File: src/rtl/perif_arbiter.sv
// perif_arbiter: two-requester four-phase arbiter in front of one shared
// peripheral. Round-robin on simultaneous requests, GRANT-phase timeout.
// Optional macro PERIF_ARBITER_ACK_SYNC_EN: when defined, perif_ack passes
// through a two-flop synchronizer before the FSM sees it.
module perif_arbiter #(
   parameter int unsigned TIMEOUT = 16
) (
   input  logic       clk,
   input  logic       rst,
   input  logic       send0,
   input  logic       data0,
   output logic       ack0,
   input  logic       send1,
   input  logic       data1,
   output logic       ack1,
   output logic       perif_send,
   output logic       perif_data,
   input  logic       perif_ack,
   output logic [1:0] grant,
   output logic       timeout_err
);

   typedef enum logic [1:0] {IDLE, GRANT, RET_ACK, RELEASE} state_t;

   localparam logic [7:0] TO_LAST = 8'(TIMEOUT - 1);

   state_t     state, state_nx;
   logic [7:0] cnt, cnt_nx;
   logic       ptr, ptr_nx;
   logic       ack0_nx, ack1_nx, psend_nx, pdata_nx, terr_nx;
   logic [1:0] grant_nx;
   logic       ack_s;
   logic       own, own_send, own_data, pick;

   // owner index follows the registered one-hot grant
   assign own      = grant[1];
   assign own_send = own ? send1 : send0;
   assign own_data = own ? data1 : data0;
   // on a tie the pointer decides, otherwise whoever is asking
   assign pick     = (send0 & send1) ? ptr : send1;

`ifdef PERIF_ARBITER_ACK_SYNC_EN
   logic [1:0] ack_sync;

   // two-flop synchronizer on the peripheral acknowledge
   always_ff @(posedge clk or posedge rst) begin
      if (rst) ack_sync <= 2'b00;
      else     ack_sync <= {ack_sync[0], perif_ack};
   end

   assign ack_s = ack_sync[1];
`else
   assign ack_s = perif_ack;
`endif

   // state register plus registered outputs, counter and round-robin pointer
   always_ff @(posedge clk or posedge rst) begin
      if (rst) begin
         state       <= IDLE;
         cnt         <= 8'd0;
         ptr         <= 1'b0;
         ack0        <= 1'b0;
         ack1        <= 1'b0;
         perif_send  <= 1'b0;
         perif_data  <= 1'b0;
         grant       <= 2'b00;
         timeout_err <= 1'b0;
      end else begin
         state       <= state_nx;
         cnt         <= cnt_nx;
         ptr         <= ptr_nx;
         ack0        <= ack0_nx;
         ack1        <= ack1_nx;
         perif_send  <= psend_nx;
         perif_data  <= pdata_nx;
         grant       <= grant_nx;
         timeout_err <= terr_nx;
      end
   end

   // next-state decode
   always_comb begin
      state_nx = state;
      case (state)
         IDLE:    if (send0 | send1)    state_nx = GRANT;
         GRANT:   if (ack_s)            state_nx = RET_ACK;
                  else if (cnt == TO_LAST) state_nx = RELEASE;
         RET_ACK: if (!own_send)        state_nx = RELEASE;
         RELEASE: if (!ack_s)           state_nx = IDLE;
         default:                       state_nx = IDLE;
      endcase
   end

   // next values of the registered outputs, counter and pointer
   always_comb begin
      cnt_nx   = cnt;
      ptr_nx   = ptr;
      ack0_nx  = ack0;
      ack1_nx  = ack1;
      psend_nx = perif_send;
      pdata_nx = perif_data;
      grant_nx = grant;
      terr_nx  = 1'b0;
      case (state)
         IDLE: begin
            if (send0 | send1) begin
               grant_nx = pick ? 2'b10 : 2'b01;
               psend_nx = 1'b1;
               pdata_nx = pick ? data1 : data0;
               cnt_nx   = 8'd0;
            end
         end
         GRANT: begin
            pdata_nx = own_data;
            if (ack_s) begin
               ack0_nx = ~own;
               ack1_nx = own;
            end else begin
               cnt_nx = cnt + 8'd1;
               // abort: drop the peripheral request, never ack the requester
               if (cnt == TO_LAST) begin
                  psend_nx = 1'b0;
                  terr_nx  = 1'b1;
               end
            end
         end
         RET_ACK: begin
            if (!own_send) psend_nx = 1'b0;
         end
         RELEASE: begin
            if (!ack_s) begin
               ack0_nx  = 1'b0;
               ack1_nx  = 1'b0;
               grant_nx = 2'b00;
               pdata_nx = 1'b0;
               cnt_nx   = 8'd0;
               ptr_nx   = ~own;
            end
         end
         default: ;
      endcase
   end

endmodule

File: config.mk
export PLATFORM = sky130hd
export DESIGN_NAME = perif_arbiter
export DESIGN_NICKNAME = d
export VERILOG_FILES = /design/src/rtl/perif_arbiter.sv
export SDC_FILE = /design/constraint.sdc
export NUM_CORES = 1
export LEC_CHECK = 0
export ABC_AREA = 1
export CORE_MARGIN = 2
export CORE_UTILIZATION = 45
export CTS_CLUSTER_DIAMETER = 40
export DETAILED_ROUTE_END_ITERATION = 7
export PLACE_DENSITY = 0.67
export SYNTH_ARGS = -nofsm -noshare
export SYNTH_HDL_FRONTEND = slang
export SYNTH_SLANG_ARGS = --single-unit
File: constraint.sdc
create_clock -name clk -period 2.6 [get_ports clk]
set_clock_uncertainty 0.15 [all_clocks]
set_input_delay 0.65 -clock clk [delete_from_list [all_inputs] [get_ports clk]]
set_output_delay 0.65 -clock clk [all_outputs]
set_load 0.01 [all_outputs]
After elaboration in Yosys (flattened, before gate mapping)
Cells that the tools add are included.
{"block": "word_totals", "ff_bits": 18, "input_bits": 7, "wordCells": 69}
{"block": "op_classes", "addsub": 1, "eq_ne": 11, "mux": 32, "bitwise_logic": 4, "n_reduce_logical": 12}
{"cell": "$mux 8", "n": 3}
{"cell": "$pmux 8 s3", "n": 1}
{"cell": "$mux 1", "n": 15}
{"cell": "$mux 2", "n": 7}
{"cell": "$ne 2x2->1 const B", "n": 6}
{"cell": "$reduce_and 3->1", "n": 3}
{"cell": "$add 8x1->8 const B", "n": 1}
{"cell": "$eq 8x4->1 const B", "n": 1}
{"cell": "$pmux 2 s4", "n": 1}
{"cell": "$reduce_and 4->1", "n": 2}
{"cell": "$pmux 1 s3", "n": 2}
{"cell": "$reduce_bool 3->1", "n": 2}
{"cell": "$reduce_and 5->1", "n": 1}
{"cell": "$eq 2x2->1 const B", "n": 2}
{"cell": "$pmux 1 s2", "n": 2}
{"cell": "$pmux 2 s2", "n": 1}
{"cell": "$reduce_bool 2->1", "n": 2}
{"cell": "$ne 3x3->1 const B", "n": 1}
{"cell": "$eq 2x1->1 const B", "n": 1}
{"cell": "$logic_not 2->1", "n": 1}
{"cell": "$not 1->1", "n": 2}
{"cell": "$reduce_and 2->1", "n": 1}
{"cell": "$and 1x1->1", "n": 1}
{"cell": "$or 1x1->1", "n": 1}

Longest topological paths before layout
Gate-level depths: netlist of run 1.
{"block": "depth", "depth_word": 5, "ltp_mapped": 8, "depth_no_buf": 8}

Worst setup path after synthesis of run 1
Ideal clock, no wire load.
{"block": "synth_timing", "kind": "register -> register", "start": "register state[0]", "end": "register cnt[4]", "setup_time_ns": 0.122, "arrival_time_ns": 1.204, "required_time_ns": 2.328, "slack_ns": 1.124, "stages_incl_launch_ff": 8, "n_path_buf": 1, "cell_sequence": "dfrtp_1 > inv_1 > ha_1 > nand3_2 > nand3_2 > buf_6 > nor3_1 > nor2_1"}
{"block": "synth_via", "elab_chain_len": 3}
{"element": "start: declaration", "line_no": "27", "rtl": "state_t state, state_nx;"}
{"element": "start signal: assignment", "line_no": "69", "rtl": "state <= state_nx;"}
{"element": "$eq 2x1->1, or another cell as far along", "line_no": "104", "rtl": "case (state)"}
{"element": "$ne 2x2->1 (no source line) / $reduce_bool 3->1 (equally long branches)"}
{"element": "$reduce_and 4->1 (no source line)"}
{"element": "end signal: assignment", "line_no": "70", "rtl": "cnt <= cnt_nx;"}
{"element": "end: declaration", "line_no": "28", "rtl": "logic [7:0] cnt, cnt_nx;"}
Parallel ways exist; a longest one is shown, timed or not.
A chain may end at the register's enable or synchronous reset.

Final worst setup path of run 1
{"block": "layout_timing", "start": "register grant[1]", "end": "output port grant[1]"}
{"element": "start: declaration", "line_no": "19", "rtl": "output logic [1:0] grant,"}
{"element": "start signal: assignment", "line_no": "76", "rtl": "grant <= grant_nx;"}
No word-level cell between the ends.

==> impl_metrics.json, run 1 <==
{
  "area_growth_syn_to_layout_pct": 16.16,
  "cts_made_buffers": 3,
  "ys_ff_latch": 18,
  "yosysWarnings": 0,
  "grt_max_degree": 19,
  "clk_latency_ns": 0.30,
  "diodes": 0,
  "antenna_left": 0,
  "holdCritStartpoint": "perif_send",
  "slowest_delay_ns": 0.59,
  "r2r_cells": 8,
  "start_util": 0.4669,
  "place_inst": 198,
  "port_buffers": 13,
  "cp_top_family": "buffers and inverters",
  "dieWidth_um": 54.47,
  "fin_util": 0.5423,
  "synth.avg_cell_area_um2": 7.300,
  "die_y_um": 54.47,
  "r2r_slack_ns": 0.79,
  "cts.path.max_buffers": 2,
  "synth_cell_types": 23,
  "via_per_inst": 4.807,
  "synth_top_area_share": 0.3930,
  "rows": 18,
  "crit_fanout": 8,
  "cp-end-kind": "output pin",
  "finalSetupViolations": 0,
  "worstMarginPinSlew_ns": 0.6974,
  "io_pins": 14,
  "firstDrtPassIters": 4,
  "netlist_instances": 157,
  "grt_usage": 0.1783,
  "hold_class": "register to register",
  "crit_arrival_ns": 1.39,
  "critPathLaunch": "grant[1]",
  "r2r-start": "state[0]",
  "antenna_found_initial": 0,
  "gp_congestion": 0.8256,
  "critPathRequiredTime_ns": 1.80,
  "cts_sinks": 18,
  "critPathKind": "register to output pin",
  "h-tree-depth": 1,
  "finalWirelength_mm": 2.174,
  "tns_ns": 0,
  "cts_tree": "done",
  "clock_tree.root_cell": "clkbuf_4",
  "power_density_nw_per_um2": 965.5,
  "cap_violations": 0,
  "hold_violations": 0,
  "whs_ns": 0.3318,
  "dp_hpwl_mm": 1.702,
  "rsz0062_at_grt": "false",
  "holdPathStages": 2,
  "yosysSeqAreaShare": 0.3930,
  "routedWlPerCell_um": 10.76,
  "syn-cell-area_um2": 1146,
  "peakVddDrop_uv": 645.4,
  "grt_pass1_vias": 936,
  "drtIter0Drc": 22,
  "layout_common_cells": "nand2_1, inv_1, dfrtp_1, nand3_1",
  "max_freq_mhz": 456.7,
  "die_area_um2": 2966,
  "drv_slew": 0,
  "min_to": "perif_send",
  "layout_commonest_cell": "nand2_1",
  "num_vias": 971,
  "instances_no_fill": 202,
  "cpMaxStageDelayCell": "clkdlybuf4s50_1",
  "post_cts_buffers": 0,
  "ctsHoldBuffers": 0,
  "ctsResizeCount": 0,
  "syn_nets": 172,
  "slew_headroom": 0.5346,
  "drive_above_1_share": 0.06977,
  "grt_pass1_wl_mm": 3.829,
  "layout.nets": 188,
  "drc_errors": 0,
  "period_needed_ns": 2.190,
  "r2r_end": "cnt[4]",
  "path_clk_slew_ns": 0.11,
  "status": "complete, no violations",
  "core_um2": 2455,
  "cp.buffers_inverters": 1,
  "synthTopCellsByArea": "dfrtp_1, nand2_1, ha_1, inv_1, nand3_1",
  "yosys.area.top_type": "dfrtp_1",
  "p_leak_uw": 0.0006751,
  "critPathLaunchType": "register",
  "overflow": 0,
  "crit_chain": "clkdlybuf4s50_1",
  "post-route-period-util": 0.8422
}
[per-stage QoR]
step	setup slack, ns	power, µW	area [µm²]
2_1_floorplan	1.124	930.2	1146
3_3_place_gp	0.4681	1099	1295
3_5_place_dp	0.4181	1120	1295
4_1_cts	0.4178	1298	1331
5_1_grt	0.3671	1414	1331
6_report	0.4103	1285	1331
[registers in the layout, indices dropped and copies added (netlist names)]
signal       flops
grant            2
state            2
timeout_err      1
ptr              1
ack0             1
perif_data       1
ack1             1
perif_send       1
cnt              8
[cell families after synthesis]
logic type,Yosys count,share of synthesized area
and+or+nand+nor,83,0.3199
buffers and inverters,28,0.1015
AOI/OAI and AO/OA,20,0.09826
DFF,18,0.3930
adders and majority gates,8,0.08734
[worst min-delay path: stages (launching register included)]
cell	delay (ns)
dfrtp_1	0.36
nand2_1	0.05
nand2_1	0.05
[synth_stat cells]
cell and count:
o211ai_1 1, o21ai_0 9, inv_1 24, dfrtp_1 18
buf_4 1, inv_2 2, nand2_1 45, nand4_1 4
nand3_1 15, a31oi_1 1, nor3_1 1, o21bai_1 1
nand2_2 1, a21oi_1 5, o21ai_2 1, nor2_2 1
buf_6 1, nor2_4 1, nor2_1 13, ha_1 8
o21ai_1 1, a21boi_1 1, nand3_2 2
[worst max-delay path by stage]
stage / end / slack, ns / cells past startpoint
floorplan: cnt[4] / 1.12 / 7
global placement: cnt[4] / 0.47 / 8
detailed placement: cnt[4] / 0.42 / 8
CTS: grant[1] / 0.42 / 1
global route: grant[1] / 0.37 / 1
finish: grant[1] / 0.41 / 1
[power by group]
group | total (µW) | switching (µW) | internal, µW
clock | 178 | 92.7 | 85.4
combinational | 663 | 394 | 269
sequential | 444 | 77.9 | 366
total | 1290 | 565 | 721
[area by class of cell]
type	instances	area, µm²
clock buffers	4	36.28
fillers	236	1124
multi-input cells	111	579.3
flip-flops and latches	18	450.4
inverters	26	97.59
well taps	30	37.54
repair buffers	13	130.1
[routing by layer]
layer,vias to the layer above,wire (µm),part of all wire,global-route usage
met3,5,37,0.017,0.03005
met4,0,47,0.022,0.09583
met2,12,995,0.46,0.2751
met1,424,1094,0.50,0.2368
met5,-,0,0,0
li1,530,-,-,-
(Power assumes the default switching activity.)
==> run 2, diff against run 1 <==
- PLACE_DENSITY: 0.67 -> 0.69
- clock period: 2.6 -> 1.9 ns (I/O delays scaled with it)
==> impl_metrics.json, run 2 (synthesis gave the netlist of run 1 again) <==
{
  "clk_latency_ns": 0.29,
  "layout_commonest_cell": "nand2_1",
  "cts_tree": "done",
  "largestRegisters": "cnt (8), grant (2), state (2)",
  "dp_hpwl_mm": 1.761,
  "whs_ns": 0.3357,
  "r2r_slack_ns": 0.20,
  "post_cts_buffers": 0,
  "routedWlPerCell_um": 10.65,
  "cts_made_buffers": 3,
  "slowest_delay_ns": 0.54,
  "antenna_left": 0,
  "p_sw_frac": 0.4390,
  "multi_input_area_um2": 579.3,
  "cap_violations": 0,
  "slew_headroom": 0.7912,
  "h-tree-depth": 1,
  "crit_arrival_ns": 1.18,
  "cts_sinks": 18,
  "power_density_nw_per_um2": 1295,
  "gp_congestion": 0.8442,
  "tns_ns": 0,
  "finalSetupViolations": 0,
  "rsz0062_at_grt": "false",
  "p_leak_uw": 0.0006926,
  "grt_pass1_vias": 965,
  "grt_usage": 0.1790,
  "critPathKind": "register to output pin",
  "port_buffers": 13,
  "drive_above_1_share": 0.09091,
  "largest_reg_flops": 8,
  "finalWirelength_mm": 2.193,
  "ff_latch_area_um2": 450.4,
  "cp-end-kind": "output pin",
  "critPathRequiredTime_ns": 1.27,
  "die_y_um": 54.47,
  "area_growth_syn_to_layout_pct": 18.23,
  "cp_top_family": "buffers and inverters",
  "overflow": 0,
  "use_met3": 0.02459,
  "gr-max-usage-layer": "met2",
  "crit_fanout": 2,
  "antenna_found_initial": 0,
  "regMostFlops": "cnt",
  "ctsResizeCount": 0,
  "cpMaxStageDelayCell": "clkdlybuf4s50_1",
  "power.switching_uw": 770.5,
  "drc_errors": 0,
  "comb_power_share": 0.557,
  "io_pins": 14,
  "pwr-share-seq": 0.336,
  "grt_max_degree": 19,
  "crit_chain": "clkdlybuf4s50_1",
  "worstMarginPinSlew_ns": 0.3118,
  "via_per_inst": 4.985,
  "layout_common_cells": "nand2_1, inv_1, dfrtp_1, nand3_1",
  "diodes": 0,
  "critPathLaunchType": "register",
  "layout.nets": 193,
  "clock_tree.root_cell": "clkbuf_4",
  "grt_pass1_wl_mm": 3.864,
  "rows": 18,
  "firstDrtPassIters": 4,
  "cts.path.max_buffers": 2,
  "internal_power_uw": 984.7,
  "post-route-period-util": 0.9511,
  "die_area_um2": 2966,
  "core_um2": 2455,
  "max_freq_mhz": 553.4,
  "hold_violations": 0,
  "gr-usage-met1": 0.2345,
  "start_util": 0.4669,
  "dieWidth_um": 54.47,
  "ctsHoldBuffers": 0,
  "hold_class": "primary input to async pin",
  "num_vias": 1027,
  "cp.buffers_inverters": 1,
  "path_clk_slew_ns": 0.10,
  "fillers": 245,
  "status": "complete, no violations",
  "met2_usage": 0.2952,
  "period_needed_ns": 1.807,
  "peakVddDrop_uv": 912.4,
  "drtIter0Drc": 35,
  "clkPwrFrac": 0.107,
  "drv_slew": 0
}
[run 2: changes by cell type in the layout (fill, tap and decap cells not counted)]
cell	before	now
clkbuf_8	1	0
buf_4	0	5
[run 2: per-stage QoR]
step | area, µm² | setup slack [ns] | power, µW | utilization | cells
final | 1355 | 0.09284 | 1755 | 0.5520 | 206
after global routing | 1355 | 0.01467 | 1929 | 0.5520 | 206
after CTS | 1355 | 0.07003 | 1769 | 0.5520 | 206
after detailed placement | 1333 | 0.02247 | 1576 | 0.5428 | 203
after global placement | 1333 | 0.06278 | 1555 | 0.5428 | 203
after floorplan | 1146 | 0.4241 | 1273 | - | 157
[run 2: path summary, 6_finish.rpt]
check | from | to | depth (start not counted)
setup / recovery | perif_data | perif_data | 1
hold / removal | rst | cnt[2] | 3
setup reg to reg | state[0] | cnt[4] | 8
hold reg to reg | perif_send | perif_send | 2
max in group asynchronous | rst | grant[1] | 3
min in group clk | perif_send | perif_send | 2
[run 2: layer usage]
| layer | vias to the layer above | part of all wire |
|---|---|---|
| met5 | - | 0 |
| met4 | 0 | 0.013 |
| met3 | 4 | 0.030 |
| met2 | 15 | 0.48 |
| met1 | 469 | 0.48 |
| li1 | 539 | - |
[run 2: final cells by class]
cell class	instances	share of cell area
clock buffer	3	0.01662
multi-input combinational	111	0.4275
tap	30	0.02770
sequential	18	0.3324
timing repair buffer	18	0.1237
inverter	26	0.07202
[run 2: worst register-to-register path: cells and delay by family (launching register included)]
kind	cells	cell delay, ns
flip-flops	1	0.46
AND/OR/NAND/NOR	5	0.43
buffers and inverters	2	0.30
adder cells (fa/ha/maj)	1	0.25
[run 2: power groups by stage]
stage | clock (µW) | combinational [µW] | sequential, µW
3_3_place_gp | 0 | 959 | 597
4_1_cts | 196 | 980 | 592
5_1_grt | 202 | 1120 | 605
6_report | 188 | 977 | 590
2_1_floorplan | 0 | 651 | 622
3_5_place_dp | 0 | 975 | 601
==> run 3, diff against run 2 <==
- CELL_PAD_IN_SITES_DETAIL_PLACEMENT: default -> 0
- CELL_PAD_IN_SITES_GLOBAL_PLACEMENT: default -> 1
- CORE_UTILIZATION: 45 -> 39
- PLACE_DENSITY: 0.69 -> default
- PLACE_DENSITY_LB_ADDON: default -> 0.1
- SETUP_SLACK_MARGIN: default -> 0.4
- clock period: 1.9 -> 1.77 ns (I/O delays scaled with it)
==> impl_metrics.json, run 3 (synthesis gave the netlist of run 1 again) <==
{
  "routedWlPerCell_um": 12.05,
  "path_clk_slew_ns": 0.11,
  "p_sw_frac": 0.4355,
  "post-route-period-util": 0.8449,
  "peakVddDrop_uv": 1241,
  "period_needed_ns": 1.495,
  "grt_max_degree": 19,
  "cp.buffers_inverters": 3,
  "hold_class": "primary input to async pin",
  "antenna_left": 0,
  "r2r_slack_ns": 0.27,
  "grt_pass1_vias": 1062,
  "hold_violations": 0,
  "rsz0062_at_grt": "true",
  "final_area_um2": 1675,
  "largestRegisters": "cnt (8), grant (2), state (2)",
  "instances_no_fill": 229,
  "io_pins": 14,
  "fin_util": 0.6023,
  "pwr-share-seq": 0.259,
  "cts_sinks": 18,
  "dpl_cell_area_um2": 1361,
  "cp_top_family": "flip-flops",
  "power_uw": 2601,
  "grt_pass1_wl_mm": 4.726,
  "cts.path.max_buffers": 2,
  "layout_commonest_cell": "nand2_1",
  "die_area_um2": 3388,
  "cp-end-kind": "register",
  "h-tree-depth": 1,
  "port_buffers": 13,
  "cap_violations": 0,
  "clk_latency_ns": 0.29,
  "clkPwrFrac": 0.100,
  "dp_hpwl_mm": 1.907,
  "finalSetupViolations": 0,
  "p_leak_uw": 0.0008364,
  "place_inst": 207,
  "via_per_inst": 4.869,
  "overflow": 0,
  "critPathLaunchType": "register",
  "largest_reg_flops": 8,
  "layout_common_cells": "nand2_1, buf_4, inv_1, dfrtp_1, nand3_1",
  "fin_ws_ns": 0.2746,
  "status": "complete, no violations",
  "diodes": 0,
  "drc_errors": 0,
  "ctsHoldBuffers": 0,
  "critPathKind": "register to register",
  "core_um2": 2781,
  "cts_made_buffers": 3,
  "cts_tree": "done",
  "finalWirelength_mm": 2.759,
  "critPathRequiredTime_ns": 1.86,
  "gp_congestion": 0.8521,
  "num_vias": 1115,
  "clock_tree.root_cell": "clkbuf_4",
  "drive_above_1_share": 0.3788,
  "internal_power_uw": 1468,
  "grt_usage": 0.1841,
  "regMostFlops": "cnt",
  "cpMaxStageDelayCell": "dfrtp_2",
  "layout.nets": 214,
  "critPathMostFrequentCell": "nand2_1",
  "die_y_um": 58.21,
  "comb_power_share": 0.642,
  "area_growth_syn_to_layout_pct": 46.18,
  "slew_headroom": 0.7921,
  "worstMarginPinSlew_ns": 0.3087,
  "max_freq_mhz": 668.7,
  "slowest_delay_ns": 0.50,
  "crit_fanout": 6,
  "crit_chain": "inv_4 -> ha_4 -> nand3_4 -> buf_6 -> nand2_8 -> inv_6 -> nand2_4 -> nand2_1 -> nand2_1",
  "pre_cts_ws_ns": -0.06875,
  "start_util": 0.4121,
  "drv_slew": 0,
  "crit_arrival_ns": 1.58,
  "rows": 19,
  "power_density_nw_per_um2": 1552,
  "drtIter0Drc": 49,
  "firstDrtPassIters": 4,
  "power.switching_uw": 1133,
  "dieWidth_um": 58.21,
  "antenna_found_initial": 0
}
run 3: cell types whose count changed in the layout (fill, tap and decap cells not counted), moves of 3 or more:
cell / change
ha_4: +4
ha_1: -5
nand3_1: -4
buf_4: +17
o21ai_0: -3
nand2_1: -7
inv_1: -5
buf_2: +8
buf_6: +3
nand2_2: +4
clkdlybuf4s50_1: -8
o21ai_2: +3
nor2_1: -3
run 3: final timing paths:
| path | from | endpoint | depth (start not counted) |
|---|---|---|---|
| setup / recovery | state[0] | state[0] | 9 |
| hold / removal | rst | cnt[2] | 3 |
| setup reg to reg | state[0] | state[0] | 9 |
| hold reg to reg | perif_send | perif_send | 2 |
| max in group asynchronous | rst | state[1] | 3 |
| min in group clk | perif_send | perif_send | 2 |
run 3: what timing repair did:
action,4_1_cts,5_1_grt
endpoints found under the hold margin,0,0
pin swaps,7,5
gates cloned,1,0
setup endpoints to repair,24,23
setup buffers,12,5
gates resized for setup,69,9
run 3: cell type report:
class,count,area [µm²]
clock buffer,4,36.28
fill,250,1106
inverter,26,107.6
multi-input combinational,111,742.0
sequential,18,452.9
tap,31,38.79
timing repair buffer,39,297.8
run 3: per-stage QoR:
step	setup TNS (ns)	hold WS, ns
after global routing	0	0.3348
after CTS	0	0.2912
after global placement	-0.2396	0.3020
after floorplan	0	0.2311
final	0	0.3021
after detailed placement	-0.3199	0.3066
run 3: power by group through the flow:
stage	combinational, µW	sequential [µW]	clock (µW)
6_report	1670	673	259
5_1_grt	1860	689	288
4_1_cts	1510	666	280
3_5_place_dp	1090	650	0
3_3_place_gp	1080	644	0
2_1_floorplan	710	670	0
run 3: per-layer routing:
layer	global-route usage	vias up	part of all wire
met5	0	-	0
li1	-	581	-
met2	0.3214	17	0.52
met4	0.08638	0	0.0098
met3	0.02902	4	0.027
met1	0.2204	513	0.45
run 3: tightest hold or removal path: cells and delay by family:
kind / cells / cell delay, ns
buffers and inverters: 3 / 0.69
==> edit 1, RTL diff (settings of run 3) <==
Add a define of `PERIF_ARBITER_ACK_SYNC_EN`.
--- a/src/rtl/perif_arbiter.sv
+++ b/src/rtl/perif_arbiter.sv
@@ -2,6 +2,8 @@
 // peripheral. Round-robin on simultaneous requests, GRANT-phase timeout.
 // Optional macro PERIF_ARBITER_ACK_SYNC_EN: when defined, perif_ack passes
 // through a two-flop synchronizer before the FSM sees it.
+`define PERIF_ARBITER_ACK_SYNC_EN
+
 module perif_arbiter #(
    parameter int unsigned TIMEOUT = 16
 ) (
Behaviour: not the same (Yosys sat finds a counterexample within 4 cycles, from zero or initial values and one cycle with rst high).
==> edit 1 against run 3 <==
Worst hold slack worse by 0.089 ns. Area after synthesis up 4.0%. Global-route usage about the same. Highest routed layer unchanged. Largest cell class unchanged. Power up 2.6%. Routed wire length up 7.0%. Sequential cell count up 2. Setup slack worse by 0.028 ns. Design area up 4.2%. Sequential share of layout area up 1.8 points. Combinational power about the same. Final cell count down 2.6%. Critical path type is now in -> reg.
==> edit 1: results <==
set metrics [dict create \
    clk_latency_ns 0.31 \
    gp_congestion 0.758 \
    postSynthAreaPerCell_um2 7.55 \
    irDropWorstVdd_mv 0.774 \
    hp-class "reg -> reg" \
    powerSeq_mw 0.720 \
    internal_power_mw 1.48 \
    grt_pass1_vias 1068 \
    wl_um 2950 \
    synthDistinctLibCells 22 \
    grt_pass1_wl_um 4870 \
    comb_power_mw 1.67 \
    cp.arrival_ns 1.58 \
    track_usage 0.185 \
    synth_ff_type "dfrtp_1" \
    vias 1101 \
    synth_fp_nets 172 \
    place_ws_ns -0.0793 \
    drtIter0Drc 23 \
    vias_per_cell 4.94 \
    ys_seq_area_frac 0.420 \
    h-tree-depth 1 \
    reg2reg_slack_ns 0.27 \
    antenna_found_initial 0 \
    root_buffer "clkbuf_4" \
    reg2reg_depth 7 \
    synth_common_cells "41 x nand2_1, 20 x dfrtp_1, 20 x inv_1" \
    placed_cells 205 \
    leakagePower_nw 0.805 \
    cp-endpoint "cnt[1]" \
    period_share 0.861 \
    hpwl_um 2000 \
    clk_path_buf_depth 2 \
    grt_max_degree 21 \
    status "completed" \
    swShare 0.445 \
    synthTopCellsByArea "dfrtp_1 42%, nand2_1 13%, ha_1 7.3%" \
    clk_pin_slew_ns 0.12 \
    relSlewSlack 0.805 \
    crit_start "send0" \
    drive_gt1_frac 0.374 \
    async_reset_ff_frac 1.00 \
]
-- edit 1: layout make-up --
| type | instances | area [µm²] |
|---|---|---|
| Inverter | 20 | 85.1 |
| Timing Repair Buffer | 29 | 238 |
| Tap cell | 33 | 41.3 |
| Clock buffer | 4 | 36.3 |
| Fill cell | 262 | 1230 |
| Sequential cell | 20 | 503 |
| Multi-Input combinational cell | 117 | 842 |
-- edit 1: metal layers --
metal | part of all wire | vias up | track usage | wire, µm
met4 | 0.0085 | 0 | 0.0487 | 25
met5 | 0 | - | 0 | 0
met1 | 0.44 | 511 | 0.221 | 1290
met2 | 0.53 | 7 | 0.327 | 1580
li1 | - | 581 | - | -
met3 | 0.022 | 2 | 0.0459 | 65
-- edit 1: cells by family after synthesis --
kind of cell             Yosys count  share of synthesized area
AO/OA/AOI/OAI                     24                      0.113
buffers and inverters             22                     0.0787
flip-flops                        20                      0.420
adder cells (fa/ha/maj)            7                     0.0734
AND/OR/NAND/NOR                   85                      0.315
-- edit 1: stage by stage --
step | cell area (µm²) | hold slack [ns] | util
final | 1750 | 0.214 | 0.586
after floorplan | 1280 | 0.181 | -
after detailed placement | 1450 | 0.190 | 0.488
after global placement | 1450 | 0.185 | 0.488
after CTS | 1610 | 0.218 | 0.540
after global routing | 1750 | 0.234 | 0.586
-- edit 1: worst max-delay path: stages --
cell and delay [ns]:
clkdlybuf4s50_1 0.49, inv_1 0.10, nand3_4 0.14, buf_4 0.15
nand4_4 0.12, nand2_1 0.09, o21ai_1 0.06
-- edit 1: repair_timing --
action | 4_1_cts | 5_1_grt
cloned | 0 | 1
setup buffers | 9 | 4
gates resized for setup | 59 | 21
endpoints found under the setup margin | 24 | 23
pin swaps | 7 | 7
==> edit 2, RTL diff (settings of run 3) <==
Made on the original files. The 4 states of `state_t` get a one-hot encoding in 4 bits.
--- a/src/rtl/perif_arbiter.sv
+++ b/src/rtl/perif_arbiter.sv
@@ -20,7 +20,7 @@
    output logic       timeout_err
 );
 
-   typedef enum logic [1:0] {IDLE, GRANT, RET_ACK, RELEASE} state_t;
+   typedef enum logic [3:0] {IDLE = 4'b0001, GRANT = 4'b0010, RET_ACK = 4'b0100, RELEASE = 4'b1000} state_t;
 
    localparam logic [7:0] TO_LAST = 8'(TIMEOUT - 1);
 
Behaviour: same outputs for any inputs over 10 cycles, from zero or initial values and one cycle with rst high; not proved beyond that.
==> edit 2 against run 3 <==
Count of clock-buffer cells in the layout unchanged. Design area increased by 2.8%. Area after synthesis increased by 3.4%. Critical path depth decreased by 1. Power increased by 0.96%. Sequential cell count increased by 2. Routed wire length increased by 12%. Setup slack got worse by 0.049 ns.
==> edit 2: results <==
set metrics [dict create \
    relSlewSlack 0.768 \
    drive_gt1_frac 0.430 \
    cp_top_family "simple AND/OR/NAND/NOR gates" \
    synthTopCellsByArea "dfrtp_1 40%, nand2_1 19%, nor2_1 5.4%" \
    clk_latency_ns 0.31 \
    cp-endpoint "perif_data" \
    period_share 0.873 \
    drtIter0Drc 27 \
    reg_top3 "cnt (8), state (4), grant (2)" \
    leakagePower_nw 0.878 \
    synth_fp_nets 165 \
    cp.arrival_ns 1.61 \
    hpwl_um 2070 \
    synth_common_cells "61 x nand2_1, 19 x dfrtp_1, 17 x nor2_1" \
    postSynthAreaPerCell_um2 7.55 \
    slowest_stage "dfstp_2" \
    gp_congestion 0.814 \
    track_usage 0.185 \
    vias 1148 \
    dpl_cell_area_um2 1440 \
    synthDistinctLibCells 25 \
    ys_seq_area_frac 0.423 \
    status "completed" \
    placed_cells 212 \
    reg2reg_slack_ns 0.23 \
    wl_um 3100 \
    rr_startpoint "state[0]" \
]
-- edit 2: cell types whose count changed after synthesis, moves of 5 or more --
cell            run 3  this run
nand2_1            45        61
a21oi_1             5         0
o21ai_0             9         2
o21ai_1             1         7
ha_1                8         1
inv_1              24        10
-- edit 2: kinds of logic (layout without fill, tap and decap cells) --
| logic type | count (synthesis) | after routing | share of synthesized area |
|---|---|---|---|
| buffers and inverters | 14 | 57 | 0.0454 |
| flip-flops | 20 | 20 | 0.423 |
| AO/OA/AOI/OAI | 11 | 11 | 0.0539 |
| adder cells (fa/ha/maj) | 1 | 1 | 0.0106 |
| XOR/XNOR | 3 | 3 | 0.0222 |
| AND/OR/NAND/NOR | 108 | 108 | 0.445 |
-- edit 2: layer usage --
| layer | vias up | wire length [µm] | GRT usage | part of all wire |
|---|---|---|---|---|
| met5 | - | 0 | 0 | 0 |
| met4 | 0 | 40 | 0.0682 | 0.013 |
| met3 | 4 | 110 | 0.0218 | 0.036 |
| met2 | 16 | 1550 | 0.286 | 0.50 |
| met1 | 552 | 1400 | 0.266 | 0.45 |
| li1 | 576 | - | - | - |
-- edit 2: power by group through the flow --
stage	clock network (mW)	registers (mW)	logic [mW]
6_report	0.280	0.715	1.63
5_1_grt	0.306	0.734	1.78
3_5_place_dp	0	0.738	1.17
2_1_floorplan	0	0.754	0.738
3_3_place_gp	0	0.732	1.16
4_1_cts	0.289	0.719	1.27
-- edit 2: area by class of cell --
cell class	instances	area [µm²]	area share
inverters	13	51.3	0.0298
multi-input cells	123	774	0.450
clock buffers	4	36.3	0.0211
repair buffers	40	315	0.183
well taps	33	41.3	0.0240
flip-flops and latches	20	504	0.293
-- edit 2: what timing repair did --
action	CTS	global route
endpoints found under the setup margin	26	26
setup buffers	8	9
hold buffers	0	0
resized for setup	43	29
pin swaps	6	9
